$ cat config.mk
export PLATFORM = sky130hd
export DESIGN_NAME = dap_response_packer
export DESIGN_NICKNAME = d
export VERILOG_FILES = /design/src/rtl/dap_pkg.sv /design/src/rtl/dap_resp_ram.sv /design/src/rtl/dap_response_packer.sv
export SDC_FILE = /design/constraint.sdc
export NUM_CORES = 1
export LEC_CHECK = 0
export BUFFER_PORTS_ARGS = -buffer_cell sky130_fd_sc_hd__clkbuf_2
export CAP_MARGIN = 25
export CORE_UTILIZATION = 60
export DETAILED_ROUTE_END_ITERATION = 8
export GPL_TIMING_DRIVEN = 0
export PLACE_DENSITY = 0.84
export SLEW_MARGIN = 20
export SYNTH_ARGS = -nofsm -noshare
export SYNTH_HDL_FRONTEND = slang
export SYNTH_SLANG_ARGS = --single-unit
$ cat constraint.sdc
create_clock -name hclk -period 4.2 [get_ports hclk]
set_input_delay 0.42 -clock hclk [delete_from_list [all_inputs] [get_ports hclk]]
set_output_delay 0.42 -clock hclk [all_outputs]
set_load 0.02 [all_outputs]
$ cat src/rtl/dap_pkg.sv
// Shared DAP definitions: packet size, invalid-command ID and the packer state encoding.
package dap_pkg;

  localparam int        DAP_PACKET_SIZE = 64;
  localparam logic [7:0] DAP_ID_INVALID = 8'hFF;

  typedef enum logic [1:0] {
    ST_IDLE    = 2'd0,
    ST_COLLECT = 2'd1,
    ST_SEND    = 2'd2
  } packer_state_t;

endpackage

$ cat src/rtl/dap_resp_ram.sv
// Simple dual-port response buffer: one write port, registered read port, no reset.
module dap_resp_ram #(
  parameter int DEPTH  = 64,
  parameter int ADDR_W = $clog2(DEPTH)
) (
  input  logic              clk,
  input  logic              we,
  input  logic [ADDR_W-1:0] waddr,
  input  logic [7:0]        wdata,
  input  logic              re,
  input  logic [ADDR_W-1:0] raddr,
  output logic [7:0]        rdata
);

  logic [7:0] mem [DEPTH];

  // Read data holds while re is low, which lets the packer stall without a skid copy.
  always_ff @(posedge clk) begin
    if (we) mem[waddr] <= wdata;
    if (re) rdata <= mem[raddr];
  end

endmodule

$ cat src/rtl/dap_response_packer.sv
// Buffers a DAP worker's response bytes and streams them to the USB endpoint.
// Optional feature macro: DAP_RESP_PAD_EN pads every packet to BUF_DEPTH bytes with 0x00.
module dap_response_packer
  import dap_pkg::*;
#(
  parameter  int BUF_DEPTH = DAP_PACKET_SIZE,
  localparam int ADDR_W    = $clog2(BUF_DEPTH)
) (
  input  logic            hclk,
  input  logic            hresetn,
  input  logic            start,
  input  logic            wr_tvalid,
  input  logic [7:0]      wr_tdata,
  input  logic            cmd_done,
  output logic            pkt_tvalid,
  input  logic            pkt_tready,
  output logic [7:0]      pkt_tdata,
  output logic            pkt_tlast,
  output logic [ADDR_W:0] pkt_len,
  output logic            overflow,
  output logic            busy,
  output logic            sent
);

  localparam logic [ADDR_W:0] DEPTH_CNT = (ADDR_W+1)'(BUF_DEPTH);
  localparam logic [ADDR_W:0] CNT_ONE   = (ADDR_W+1)'(1);
  localparam logic [ADDR_W:0] CNT_ZERO  = '0;

  packer_state_t state, next_state;

  logic [ADDR_W:0] wr_count;
  logic [ADDR_W:0] rd_count;
  logic [ADDR_W:0] out_idx;
  logic [ADDR_W:0] total_len;
  logic            out_valid;
  logic            out_pad;

  logic accept_start;
  logic byte_store;
  logic overflow_hit;
  logic finish_collect;
  logic zero_len;
  logic issue;
  logic beat_done;
  logic last_beat;

  logic              ram_we;
  logic [ADDR_W-1:0] ram_waddr;
  logic [7:0]        ram_wdata;
  logic [7:0]        ram_rdata;

`ifdef DAP_RESP_PAD_EN
  assign total_len = DEPTH_CNT;
`else
  assign total_len = pkt_len;
`endif

  assign busy       = (state != ST_IDLE);
  assign pkt_tvalid = out_valid;
  assign pkt_tdata  = (out_valid && !out_pad) ? ram_rdata : 8'h00;
  assign pkt_tlast  = out_valid && (out_idx == (total_len - CNT_ONE));

  always_ff @(posedge hclk) begin
    if (!hresetn) state <= ST_IDLE;
    else          state <= next_state;
  end

  always_comb begin
    next_state     = state;
    accept_start   = 1'b0;
    byte_store     = 1'b0;
    overflow_hit   = 1'b0;
    finish_collect = 1'b0;
    zero_len       = 1'b0;
    issue          = 1'b0;
    beat_done      = 1'b0;
    last_beat      = 1'b0;
    unique case (state)
      ST_IDLE: begin
        if (start) begin
          accept_start = 1'b1;
          next_state   = ST_COLLECT;
        end
      end
      ST_COLLECT: begin
        if (wr_tvalid) begin
          if (wr_count == DEPTH_CNT) overflow_hit = 1'b1;
          else                       byte_store   = 1'b1;
        end
        if (cmd_done) begin
          finish_collect = 1'b1;
          zero_len       = (wr_count == CNT_ZERO) && !wr_tvalid;
          next_state     = ST_SEND;
        end
      end
      ST_SEND: begin
        beat_done = out_valid && pkt_tready;
        last_beat = beat_done && pkt_tlast;
        // Fetch the next byte whenever the output slot is empty or being drained.
        issue = (!out_valid || pkt_tready) && (rd_count < total_len);
        if (last_beat) next_state = ST_IDLE;
      end
      default: next_state = ST_IDLE;
    endcase
  end

  // An empty response still reports one byte: the invalid-command ID at address 0.
  assign ram_we    = byte_store || zero_len;
  assign ram_waddr = zero_len ? '0 : wr_count[ADDR_W-1:0];
  assign ram_wdata = zero_len ? DAP_ID_INVALID : wr_tdata;

  always_ff @(posedge hclk) begin
    if (!hresetn) begin
      wr_count  <= '0;
      rd_count  <= '0;
      out_idx   <= '0;
      out_valid <= 1'b0;
      out_pad   <= 1'b0;
      pkt_len   <= '0;
      overflow  <= 1'b0;
      sent      <= 1'b0;
    end else begin
      sent <= last_beat;
      if (accept_start) begin
        wr_count <= '0;
        overflow <= 1'b0;
      end
      if (byte_store)   wr_count <= wr_count + CNT_ONE;
      if (overflow_hit) overflow <= 1'b1;
      if (finish_collect) begin
        rd_count <= '0;
        if (zero_len)        pkt_len <= CNT_ONE;
        else if (byte_store) pkt_len <= wr_count + CNT_ONE;
        else                 pkt_len <= wr_count;
      end
      if (issue) begin
        rd_count  <= rd_count + CNT_ONE;
        out_idx   <= rd_count;
        out_pad   <= (rd_count >= pkt_len);
        out_valid <= 1'b1;
      end else if (beat_done) begin
        out_valid <= 1'b0;
      end
    end
  end

  dap_resp_ram #(
    .DEPTH  (BUF_DEPTH),
    .ADDR_W (ADDR_W)
  ) u_ram (
    .clk   (hclk),
    .we    (ram_we),
    .waddr (ram_waddr),
    .wdata (ram_wdata),
    .re    (issue),
    .raddr (rd_count[ADDR_W-1:0]),
    .rdata (ram_rdata)
  );

endmodule

==> summary by stage <==
Pwr
The share of total power dissipated in the clock network is 0.414. The reported leakage power is about 7.8 nW. The proportion of total power due to net switching is 0.205. Of the total power, combinational logic draws 0.035. The power per cell area is 444 nW/um^2. The portion of total power attributed to sequential cells is 0.551.

The total design power is 11.0 mW. For this design the total switching power over the nets is between 2 and 2.5 mW. The internal portion of the total power is 8.77 mW. The worst-case IR drop observed on VDD is between 0.2 and 0.3 mV.

Yosys
A synthesized cell averages roughly 18 sq um. The commonest cells after synthesis are 520 x sky130_fd_sc_hd__edfxtp_1, 116 x sky130_fd_sc_hd__mux4_2, 96 x sky130_fd_sc_hd__nor2_1, 60 x sky130_fd_sc_hd__mux2i_1, 37 x sky130_fd_sc_hd__nand2_1. The share of the Yosys chip area taken by registers is 0.731. The share of flip-flops with an asynchronous set or reset after synthesis is 0. The number of distinct standard cells referenced by the synthesized netlist is 65. The number of enable flip-flop cells after synthesis is 520. In the post-synthesis netlist, the biggest area contributors are sky130_fd_sc_hd__edfxtp_1 70%, sky130_fd_sc_hd__mux4_2 12%, sky130_fd_sc_hd__dfxtp_1 3.1%, sky130_fd_sc_hd__mux2i_1 2.7%, sky130_fd_sc_hd__nor2_1 1.6%. The number of nets in the synthesized netlist is between 1000 and 1500.

The cell area that synthesis handed to floorplanning was 22300 sq um. The number of cells produced by synthesis is 1214. The most common cell in the synthesized netlist is sky130_fd_sc_hd__edfxtp_1. The fraction of synthesized cell area taken by the top area cell type is 0.700. The cell taking the most area after synthesis is sky130_fd_sc_hd__edfxtp_1. The post-synthesis sequential element count is around 550. The primary flip-flop cell chosen by synthesis mapping is sky130_fd_sc_hd__edfxtp_1.

During synthesis, Yosys emitted a total of 0 warnings.

CTS
The tree is rooted in a sky130_fd_sc_hd__clkbuf_16. For this design, the CTS-stage hold fixing added 0 buffers. The H-tree was split into 2 levels. The number of buffers between clock root and the deepest sink is 3. The number of sinks on the clock net is 554. The number of buffers inserted to repair setup after CTS is 0. Clock-pin slew was measured on the worst setup and hold paths at 60 ps.

The TritonCTS clock tree is done. Once the clock tree was built, the resizer swapped 0 gates to a different size. The insertion delay to the later sink of the worst-skew pair is 590 ps.

The total CTS buffers is a little over 50.

Detailed routing
The first detailed-routing pass took 8 iterations. Dividing the detail-routed wire length by the instance count gives ~32 um. After detailed routing, the number of remaining DRC violations is 0. The antenna violation net count after detailed routing is 0. The via count normalized by instance count is 7.14.

The final route contains 12972 vias. The overall routed net length is 58900 um. After the first detailed-routing iteration, the DRC count stood at about 2100.

Worst setup path
The delay of the slowest cell on the worst path is just under 1000 ps. The cell type of the slowest stage on the worst timing path is sky130_fd_sc_hd__nor2_1. The launching element type of the critical path is a register. The critical path is of the register to register type. STA puts the critical path data arrival time at 4070 ps.

By instance count, the cell type seen most on the critical path is sky130_fd_sc_hd__nor2_1. For the worst setup path, the data required time is 4400 ps. The cell family contributing the most delay on the critical path is simple AND/OR/NAND/NOR gates. The maximum fanout along the worst path is 9. The type of destination of the critical path is a register. The number of buffers and inverters on the critical path is 2. Walking the worst path, the cells encountered are clkbuf_1 -> inv_1 -> ha_1 -> nand3b_1 -> o21ai_1 -> nor2_1 -> nand3_1 -> nor2_1.

Outcome
The run finished with clean final reports.

Place
The cell area after placement is between 20000 and 25000 sq um. The count of buffers added on input and output ports is 33. The last weighted congestion value of the routability-driven placer is 0.957. Detailed placement finished with a half-perimeter wire length of 35500 um.

STA
The clock period could shrink to around 3900 ps. Setup repair after global routing left no endpoint under its margin. The final-report setup violation count is 0. The max-slew headroom at the worst pin is 0.320.

The maximum frequency from static timing analysis is 259 MHz. The final clock skew is about 22 ps. The period utilization is 0.921.

The number of max-slew violations in the final report is 0. The transition time at the pin with the least slew margin is 1020 ps. The number of hold violations in the final report is 0.

Global routing
The combined global-route utilization of all metal layers is 0.317. Summed over all layers, the global routing overflow is 0. The initial antenna violation count is 0.

The via count of the first global-routing pass is 12828. Entering global routing, the biggest net connects 65 pins. The wire length of the first global-routing pass is approximately 85000 um.

Final layout
Relative to the synthesized area, the layout overhead comes to 11.5%. The net count of the finished layout is 1335. Measured on the finished design, the core utilization comes to 0.679. The number of antenna repair diodes is 0. Across the whole layout, storage elements account for 16300 sq um. Fill cells in the final layout number 2167. The multi-input combinational cells in the finished layout cover a total of 5650 sq um. The share of cells above drive strength 1 is 0.213. After routing the design area is approximately 25000 sq um.

Floorplan
The die extent in y is 195 um. The initial utilization of the core area, before any placement, comes to 0.609. The standard-cell row count is 70.

The floorplan die area is 37900 sq um. Pin placement for this block handled 34 I/O pins. The die is slightly below 200 um wide. The core region area is 36600 sq um.

Hold path
The path class of the lowest-slack min-delay path is input pin to register.

Flow run
The count of max-cap constraint violations is 0.
## power groups by stage
stage | Clock, mW | Combinational [mW] | Sequential [mW]
detailed placement | 0 | 0.366 | 6.20
CTS | 4.55 | 0.371 | 6.08
global placement | 0 | 0.334 | 6.21
global route | 4.74 | 0.402 | 6.08
finish | 4.57 | 0.383 | 6.08
floorplan | 0 | 0.221 | 6.20
## placed cells by master (no fill, tap or decap), types with 20 or more instances in the layout
master / instances
sky130_fd_sc_hd__mux4_2: 116
sky130_fd_sc_hd__clkbuf_16: 52
sky130_fd_sc_hd__nand3_1: 22
sky130_fd_sc_hd__mux2i_1: 60
sky130_fd_sc_hd__dfxtp_1: 34
sky130_fd_sc_hd__o21ai_0: 27
sky130_fd_sc_hd__nor2_1: 96
sky130_fd_sc_hd__edfxtp_1: 520
sky130_fd_sc_hd__a21oi_1: 27
sky130_fd_sc_hd__clkbuf_2: 33
sky130_fd_sc_hd__buf_4: 20
sky130_fd_sc_hd__clkbuf_1: 50
sky130_fd_sc_hd__nand2_1: 37
## path summary, 6_finish.rpt
path	startpoint	end	slack (ps)	depth (start not counted)
worst max-delay path	wr_count[1]	u_ram.mem[51][7]	330	8
worst min-delay path	pkt_tready	pkt_tvalid	160	4
worst max register to register	wr_count[1]	u_ram.mem[51][7]	330	8
worst min register to register	out_idx[4]	out_idx[4]	490	2
## tightest hold or removal path, stage by stage
cell and delay, ps:
sky130_fd_sc_hd__clkbuf_2 100, sky130_fd_sc_hd__nand2_1 70, sky130_fd_sc_hd__a22oi_1 60, sky130_fd_sc_hd__nor2_1 70
## per-stage QoR
step | hold WS, ps | setup WS, ps | instances | setup TNS [ps]
after floorplan | 446 | 1050 | 1214 | 0
after global placement | 469 | -202 | 1715 | -42030
after detailed placement | 474 | 628 | 1723 | 0
after CTS | 156 | 558 | 1817 | 0
after global routing | 176 | 333 | 1818 | 0
final | 165 | 332 | 1818 | 0
## sequential cells by signal (all words and copies together) (netlist names), 2 cells and up
register	count
u_ram.mem	512
u_ram.rdata	8
out_idx	7
pkt_len	7
rd_count	7
wr_count	7
state	2
## per-layer routing
metal | vias to the layer above | share of wire | track usage
li1 | 5086 | - | -
met1 | 6431 | 0.34 | 0.415
met2 | 1194 | 0.46 | 0.481
met3 | 261 | 0.14 | 0.0963
met4 | 0 | 0.063 | 0.170
met5 | - | 0 | 0
## cells by family after synthesis
kind of cell / synth area share
AO/OA/AOI/OAI: 0.0411
XOR/XNOR: 0.00432
adder cells (fa/ha/maj): 0.00673
buffers and inverters: 0.0185
flip-flops: 0.731
multiplexers: 0.148
AND/OR/NAND/NOR: 0.0506
## area by class of cell
| type | instances | share of cell area |
|---|---|---|
| multi-input combinational | 576 | 0.227 |
| clock inverter | 25 | 0.0105 |
| tap | 468 | 0.0236 |
| buffer | 68 | 0.0142 |
| clock buffer | 69 | 0.0549 |
| inverter | 16 | 0.00242 |
| timing repair buffer | 42 | 0.0113 |
| sequential | 554 | 0.656 |
No activity file was read; power rests on OpenSTA's default activity.
